[src/rtl/mips_pkg.sv]
// Shared encodings for the MIPS decode/execute datapath: ALU control codes,
// ALUOp classes, R-type funct values and I-type opcodes.
package mips_pkg;

  localparam logic [3:0] ALU_AND = 4'd0;
  localparam logic [3:0] ALU_OR  = 4'd1;
  localparam logic [3:0] ALU_ADD = 4'd2;
  localparam logic [3:0] ALU_SUB = 4'd6;
  localparam logic [3:0] ALU_SLT = 4'd7;
  localparam logic [3:0] ALU_NOR = 4'd12;
  localparam logic [3:0] ALU_NOP = 4'd15;

  typedef enum logic [1:0] {
    ALUOP_ADD    = 2'b00,
    ALUOP_SUB    = 2'b01,
    ALUOP_FUNCT  = 2'b10,
    ALUOP_OPCODE = 2'b11
  } alu_op_e;

  localparam logic [5:0] FUNCT_ADD = 6'b100000;
  localparam logic [5:0] FUNCT_SUB = 6'b100010;
  localparam logic [5:0] FUNCT_AND = 6'b100100;
  localparam logic [5:0] FUNCT_OR  = 6'b100101;
  localparam logic [5:0] FUNCT_SLT = 6'b101010;
  localparam logic [5:0] FUNCT_NOR = 6'b100111;

  localparam logic [5:0] OP_ADDI = 6'b001000;
  localparam logic [5:0] OP_ANDI = 6'b001100;
  localparam logic [5:0] OP_ORI  = 6'b001101;
  localparam logic [5:0] OP_SLTI = 6'b001010;

  // Operand source chosen by the forwarding unit.
  typedef enum logic [1:0] {
    FWD_REG   = 2'b00,
    FWD_EXMEM = 2'b01,
    FWD_MEMWB = 2'b10
  } fwd_sel_e;

  function automatic logic [3:0] alu_ctrl_decode(input logic [1:0] alu_op,
                                                 input logic [5:0] funct,
                                                 input logic [5:0] opcode);
    logic [3:0] ctrl;
    ctrl = ALU_NOP;
    case (alu_op_e'(alu_op))
      ALUOP_ADD: ctrl = ALU_ADD;
      ALUOP_SUB: ctrl = ALU_SUB;
      ALUOP_FUNCT: begin
        case (funct)
          FUNCT_ADD: ctrl = ALU_ADD;
          FUNCT_SUB: ctrl = ALU_SUB;
          FUNCT_AND: ctrl = ALU_AND;
          FUNCT_OR:  ctrl = ALU_OR;
          FUNCT_SLT: ctrl = ALU_SLT;
          FUNCT_NOR: ctrl = ALU_NOR;
          default:   ctrl = ALU_NOP;
        endcase
      end
      ALUOP_OPCODE: begin
        case (opcode)
          OP_ADDI: ctrl = ALU_ADD;
          OP_ANDI: ctrl = ALU_AND;
          OP_ORI:  ctrl = ALU_OR;
          OP_SLTI: ctrl = ALU_SLT;
          default: ctrl = ALU_NOP;
        endcase
      end
      default: ctrl = ALU_NOP;
    endcase
    return ctrl;
  endfunction

  // Logical immediates are zero-extended; everything else sign-extends.
  function automatic logic imm_is_zext(input logic [5:0] opcode);
    return (opcode == OP_ANDI) || (opcode == OP_ORI);
  endfunction

endpackage

[src/rtl/mips_forward_unit.sv]
// Combinational operand-forwarding select for rs/rt; EX/MEM beats MEM/WB and
// register 0 is never forwarded.
module mips_forward_unit
  import mips_pkg::*;
#(
  parameter int RW = 5
) (
  input  logic [RW-1:0] rs,
  input  logic [RW-1:0] rt,
  input  logic          exmem_reg_write,
  input  logic [RW-1:0] exmem_rd,
  input  logic          memwb_reg_write,
  input  logic [RW-1:0] memwb_rd,
  output fwd_sel_e      fwd_a,
  output fwd_sel_e      fwd_b
);

  function automatic fwd_sel_e pick(input logic [RW-1:0] r,
                                    input logic          ew,
                                    input logic [RW-1:0] erd,
                                    input logic          mw,
                                    input logic [RW-1:0] mrd);
    if (ew && (erd != '0) && (erd == r)) return FWD_EXMEM;
    if (mw && (mrd != '0) && (mrd == r)) return FWD_MEMWB;
    return FWD_REG;
  endfunction

  always_comb begin
    fwd_a = pick(rs, exmem_reg_write, exmem_rd, memwb_reg_write, memwb_rd);
    fwd_b = pick(rt, exmem_reg_write, exmem_rd, memwb_reg_write, memwb_rd);
  end

endmodule

[src/rtl/mips_id_ex_stage.sv]
// ID/EX pipeline register with ALU-control decode, immediate extension,
// operand forwarding and load-use stall/bubble insertion.
module mips_id_ex_stage
  import mips_pkg::*;
#(
  parameter int DW = 32,
  parameter int RW = 5
) (
  input  logic          clock,
  input  logic          reset,
  input  logic          id_valid,
  output logic          id_ready,
  input  logic [5:0]    id_opcode,
  input  logic [5:0]    id_funct,
  input  logic [RW-1:0] id_rs,
  input  logic [RW-1:0] id_rt,
  input  logic [RW-1:0] id_rd,
  input  logic [DW-1:0] id_rs_data,
  input  logic [DW-1:0] id_rt_data,
  input  logic [15:0]   id_imm,
  input  logic [1:0]    id_alu_op,
  input  logic          id_alu_src,
  input  logic          id_reg_dst,
  input  logic          id_reg_write,
  input  logic          id_mem_read,
  input  logic          id_mem_write,
  input  logic          flush,
  input  logic          exmem_reg_write,
  input  logic [RW-1:0] exmem_rd,
  input  logic [DW-1:0] exmem_result,
  input  logic          memwb_reg_write,
  input  logic [RW-1:0] memwb_rd,
  input  logic [DW-1:0] memwb_result,
  output logic          ex_valid,
  output logic [3:0]    ex_alu_ctrl,
  output logic [DW-1:0] ex_a,
  output logic [DW-1:0] ex_b,
  output logic [DW-1:0] ex_store_data,
  output logic [RW-1:0] ex_dest,
  output logic          ex_reg_write,
  output logic          ex_mem_read,
  output logic          ex_mem_write
);

  logic          valid_q, valid_d;
  logic [3:0]    alu_ctrl_q, alu_ctrl_d;
  logic [RW-1:0] rs_q, rs_d, rt_q, rt_d, dest_q, dest_d;
  logic [DW-1:0] rs_data_q, rs_data_d, rt_data_q, rt_data_d, imm_q, imm_d;
  logic          alu_src_q, alu_src_d;
  logic          reg_write_q, reg_write_d;
  logic          mem_read_q, mem_read_d;
  logic          mem_write_q, mem_write_d;

  logic          hazard;
  fwd_sel_e      fwd_a, fwd_b;
  logic [DW-1:0] fwd_rs, fwd_rt;

  // A load in EX whose destination feeds this instruction must stall one cycle.
  assign hazard = valid_q && mem_read_q && (dest_q != '0) && id_valid &&
                  ((dest_q == id_rs) || ((dest_q == id_rt) && !id_alu_src));
  assign id_ready = !hazard;

  always_comb begin
    valid_d     = id_valid && !flush && !hazard;
    alu_ctrl_d  = alu_ctrl_q;
    rs_d        = rs_q;
    rt_d        = rt_q;
    dest_d      = dest_q;
    rs_data_d   = rs_data_q;
    rt_data_d   = rt_data_q;
    imm_d       = imm_q;
    alu_src_d   = alu_src_q;
    reg_write_d = reg_write_q;
    mem_read_d  = mem_read_q;
    mem_write_d = mem_write_q;
    if (id_ready) begin
      alu_ctrl_d  = alu_ctrl_decode(id_alu_op, id_funct, id_opcode);
      rs_d        = id_rs;
      rt_d        = id_rt;
      dest_d      = id_reg_dst ? id_rd : id_rt;
      rs_data_d   = id_rs_data;
      rt_data_d   = id_rt_data;
      imm_d       = imm_is_zext(id_opcode) ? {{(DW-16){1'b0}}, id_imm}
                                           : {{(DW-16){id_imm[15]}}, id_imm};
      alu_src_d   = id_alu_src;
      reg_write_d = id_reg_write;
      mem_read_d  = id_mem_read;
      mem_write_d = id_mem_write;
    end
  end

  always_ff @(posedge clock or posedge reset) begin
    if (reset) begin
      valid_q     <= 1'b0;
      alu_ctrl_q  <= '0;
      rs_q        <= '0;
      rt_q        <= '0;
      dest_q      <= '0;
      rs_data_q   <= '0;
      rt_data_q   <= '0;
      imm_q       <= '0;
      alu_src_q   <= 1'b0;
      reg_write_q <= 1'b0;
      mem_read_q  <= 1'b0;
      mem_write_q <= 1'b0;
    end else begin
      valid_q     <= valid_d;
      alu_ctrl_q  <= alu_ctrl_d;
      rs_q        <= rs_d;
      rt_q        <= rt_d;
      dest_q      <= dest_d;
      rs_data_q   <= rs_data_d;
      rt_data_q   <= rt_data_d;
      imm_q       <= imm_d;
      alu_src_q   <= alu_src_d;
      reg_write_q <= reg_write_d;
      mem_read_q  <= mem_read_d;
      mem_write_q <= mem_write_d;
    end
  end

  mips_forward_unit #(.RW(RW)) u_fwd (
    .rs              (rs_q),
    .rt              (rt_q),
    .exmem_reg_write (exmem_reg_write),
    .exmem_rd        (exmem_rd),
    .memwb_reg_write (memwb_reg_write),
    .memwb_rd        (memwb_rd),
    .fwd_a           (fwd_a),
    .fwd_b           (fwd_b)
  );

  always_comb begin
    case (fwd_a)
      FWD_EXMEM: fwd_rs = exmem_result;
      FWD_MEMWB: fwd_rs = memwb_result;
      default:   fwd_rs = rs_data_q;
    endcase
    case (fwd_b)
      FWD_EXMEM: fwd_rt = exmem_result;
      FWD_MEMWB: fwd_rt = memwb_result;
      default:   fwd_rt = rt_data_q;
    endcase
  end

  assign ex_valid      = valid_q;
  assign ex_alu_ctrl   = alu_ctrl_q;
  assign ex_a          = fwd_rs;
  assign ex_b          = alu_src_q ? imm_q : fwd_rt;
  assign ex_store_data = fwd_rt;
  assign ex_dest       = dest_q;
  assign ex_reg_write  = reg_write_q && valid_q;
  assign ex_mem_read   = mem_read_q && valid_q;
  assign ex_mem_write  = mem_write_q && valid_q;

endmodule

[config.mk]
export PLATFORM = sky130hd
export DESIGN_NAME = mips_id_ex_stage
export DESIGN_NICKNAME = d
export VERILOG_FILES = /design/src/rtl/mips_pkg.sv /design/src/rtl/mips_forward_unit.sv /design/src/rtl/mips_id_ex_stage.sv
export SDC_FILE = /design/constraint.sdc
export NUM_CORES = 1
export LEC_CHECK = 0
export BUFFER_PORTS_ARGS = -buffer_cell sky130_fd_sc_hd__buf_2
export CAP_MARGIN = 20
export CELL_PAD_IN_SITES_DETAIL_PLACEMENT = 2
export CELL_PAD_IN_SITES_GLOBAL_PLACEMENT = 2
export CORE_UTILIZATION = 28
export DETAILED_ROUTE_END_ITERATION = 6
export PLACE_DENSITY = 0.81
export SYNTH_ARGS = -nofsm -noshare
export SYNTH_HDL_FRONTEND = slang
export SYNTH_SLANG_ARGS = --single-unit
[constraint.sdc]
create_clock -name clock -period 3.9 [get_ports clock]
set_input_delay 0.585 -clock clock [delete_from_list [all_inputs] [get_ports clock]]
set_output_delay 0.585 -clock clock [all_outputs]
set_load 0.005 [all_outputs]
==> impl_metrics.toml <==
[status]
status = "completed"

[floorplan]
initial_utilization_pct = 28.8
full_die_area_um2 = 24200
top_level_ports = 304
die_w_um = 156
core_region_area_um2 = 22900
rows = 55
fp.dieH_um = 156

[clock_tree]
ctsHtreeMaxLevel = 3
postCtsHoldBufs = 0
cts_num_sinks = 105
cts_resized = 0
clkLatencyLatePin_ns = 0.35
worst_setup_hold_path_clk_slew_ns = 0.07
tritoncts = "built"
cts.root.buffer_cell = "sky130_fd_sc_hd__clkbuf_16"
post-cts-setup-buffer-count = 0
cts_max_path_buffers = 2
cts_made_buffers = 9

[detailed_routing]
routed-via-count = 6045
drc = 0
avgViaCountPerCell = 4.96
initialDrtViolationCount = 153
firstDrtPassIters = 4
ant_nets = 0
route.final.wire_length_mm = 25.5
post_drt_wl_per_cell_um = 20.9

[synthesis]
postSynthAreaPerCell_um2 = 10.7
synth_seq_area_share_pct = 39.8
synth_cell_types = 46
cell_area_after_synthesis_um2 = 6600
xor_xnor_cell_area_share_of_the_yosys_netlist_pct = 4.11
synth_nets = 810
synth-compound-area-share_pct = 13.1
ys_ff_latch = 105
synthesized_area_fraction_occupied_by_adder_cells_pct = 0
syn-instance-count = 616
synth.yosys.warnings = 0
synth_simple_gate_area_share_pct = 11.2
dominant_combinational_cell_family_by_area_after_synthesis = "multiplexers"
dominantRegCellSynth = "sky130_fd_sc_hd__dfrtp_1"
synth_mux_area_share_pct = 25.7
async_flop_share_pct = 100
synth_enable_flop_cells = 0

[grt]
grt_pass1_vias = 6574
grt_start_max_net_pins = 56
global_route_wire_length_before_repair_mm = 38.3
grt_overflow_total = 0
antenna_found_initial = 6
globalRouteTotalUtil_pct = 21.1

[critical_path]
critical_path.startpoint = "rt_q[2]"
r2r-start = "ex_dest[4]"
worstSetupStartpointType = "flip-flop"
cp-end-kind = "output port"
worstPathArrival_ns = 2.70
rr_worst_depth = 6
cp_max_fo = 26
reg2reg_to = "rt_data_q[1]"
cp_data_required_time_ns = 3.31
r2r_slack_ns = 1.23
timing.setup.critical_path_class = "reg2out"

[place]
dp_hpwl_mm = 19.6
gp_routability_congestion = 0.784
placement.setup.worst_slack_ns = 0.630
port_buffers = 303

[sta]
setup_viol = 0
final.setup.worst_slack_ns = 0.612
setup_tns_ns = 0
finalCriticalPeriod_ns = 3.29
hold_violations = 0
timing.max_slew.rel_slack_pct = 45.5
timing.final.max_slew_violations = 0
rsz0062_at_grt = "false"
layout_worst_path_cycle_share_pct = 84.3
worstMarginPinSlew_ns = 0.818
achievable-frequency_mhz = 304
clock-skew-final_ns = 0.00840

[finish]
num-nets-final = 1090
fill_cells = 2593
synthToLayoutAreaGrowth_pct = 31.8
drive_gt1_share_pct = 48.1

[flow_run]
max_capacitance_violation_total = 0

[power_and_ir_drop]
power_per_cell_area_nw_per_um2 = 322
vdd_drop_max_uv = 207
overall_power_consumption_mw = 2.80
pleak_nw = 3.94

[hold_path]
hold_path.class = "in2async"
-- routing by layer --
layer	part of all wire [%]	wire, um	up-vias	track usage [%]
met3	6.1	1560	34	5.25
met1	41	10400	3020	24.4
met2	51	13000	198	37.6
met5	0.039	10	-	0
li1	-	-	2791	-
met4	2.0	502	2	7.56
-- synth_stat cells (all sizes together) (2+ instances only) --
cell,n,area (um2)
mux2,108,1220
dfrtp,105,2630
nor2,51,199
mux2i,48,480
nand2,36,135
a221oi,33,414
o21ai,33,165
buf,27,250
inv,22,82.6
nor3,21,110
xor2,21,184
and3,18,113
clkbuf,18,67.6
a21oi,17,96.4
o31ai,17,128
xnor2,10,87.6
and2,4,25.0
nand2b,3,18.8
nand3,3,32.5
or4,3,22.5
and4,2,20.0
nand4,2,12.5
nor3b,2,15.0
nor4b,2,17.5
o21a,2,15.0
-- layout by cell type, fill, tap and decap left out, types with 4 or more instances in the layout --
cell                        instances
sky130_fd_sc_hd__mux2_2            71
sky130_fd_sc_hd__buf_2            303
sky130_fd_sc_hd__xnor2_1           10
sky130_fd_sc_hd__buf_12             5
sky130_fd_sc_hd__nor2_1            49
sky130_fd_sc_hd__buf_4              6
sky130_fd_sc_hd__mux2_1            37
sky130_fd_sc_hd__a221oi_1          13
sky130_fd_sc_hd__mux2i_1           48
sky130_fd_sc_hd__dfrtp_1          104
sky130_fd_sc_hd__inv_1             21
sky130_fd_sc_hd__and2_1             4
sky130_fd_sc_hd__nor3_1            20
sky130_fd_sc_hd__a221oi_2          20
sky130_fd_sc_hd__nand2_1           36
sky130_fd_sc_hd__o21ai_1           30
sky130_fd_sc_hd__xor2_1            21
sky130_fd_sc_hd__o31ai_1           17
sky130_fd_sc_hd__a21oi_1           16
sky130_fd_sc_hd__clkbuf_16          9
sky130_fd_sc_hd__diode_2            5
sky130_fd_sc_hd__and3_1            18
-- report_power, final --
part,switching [mW],internal [mW]
logic,0.274,0.266
clock network,0.445,0.617
registers,0.0499,1.15
total,0.769,2.03
-- metrics by stage --
stage                     utilization (%)  hold WS, ns  cell area [um2]  std cells
after floorplan                         -        0.456             6600        616
after global placement               36.5        0.472             8350       1198
after detailed placement             36.5        0.485             8350       1198
after CTS                            37.9        0.359             8690       1214
after global routing                 38.0        0.381             8700       1217
final                                38.0        0.353             8710       1219
-- sequential cells by signal, summed over array words and instances, names as in the netlist, 4 cells and up --
register and flops:
rs_q 5, ex_dest 5, rs_data_q 32, imm_q 17
ex_alu_ctrl 4, rt_data_q 32, rt_q 5
-- worst max-delay path, stage by stage, from the launching register on --
cell                       delay, ns
sky130_fd_sc_hd__dfrtp_1        0.42
sky130_fd_sc_hd__xor2_1         0.20
sky130_fd_sc_hd__nor3_4         0.34
sky130_fd_sc_hd__nand3_4        0.49
sky130_fd_sc_hd__a221oi_1       0.58
sky130_fd_sc_hd__o31ai_1        0.13
sky130_fd_sc_hd__buf_2          0.18
-- kinds of logic (layout without fill, tap and decap cells) --
| family | count (synthesis) | in the layout |
|---|---|---|
| AO/OA/AOI/OAI | 107 | 107 |
| XOR/XNOR | 31 | 31 |
| buffers and inverters | 67 | 352 |
| flip-flops | 105 | 105 |
| multiplexers | 156 | 156 |
| other | 0 | 5 |
| AND/OR/NAND/NOR | 150 | 150 |
-- final cells by class --
type	instances	area [um2]	share of cell area (%)
sequential	105	2630	30.2
tap	313	392	4.50
clock buffer	12	267	3.06
multi-input combinational	444	3590	41.2
antenna	5	12.5	0.144
inverter	22	85.1	0.977
clock inverter	4	73.8	0.848
timing repair buffer	314	1660	19.1
-- how the worst max path moves through the flow --
stage | to | slack (ns) | cells after the start
after global placement | ex_b[3] | 0.65 | 8
after global routing | ex_b[16] | 0.44 | 6
final | ex_b[16] | 0.61 | 6
after detailed placement | ex_b[3] | 0.63 | 8
after floorplan | alu_src_q | 0.55 | 1
after CTS | ex_b[16] | 0.57 | 6
Power figures use the tool's default switching activity.
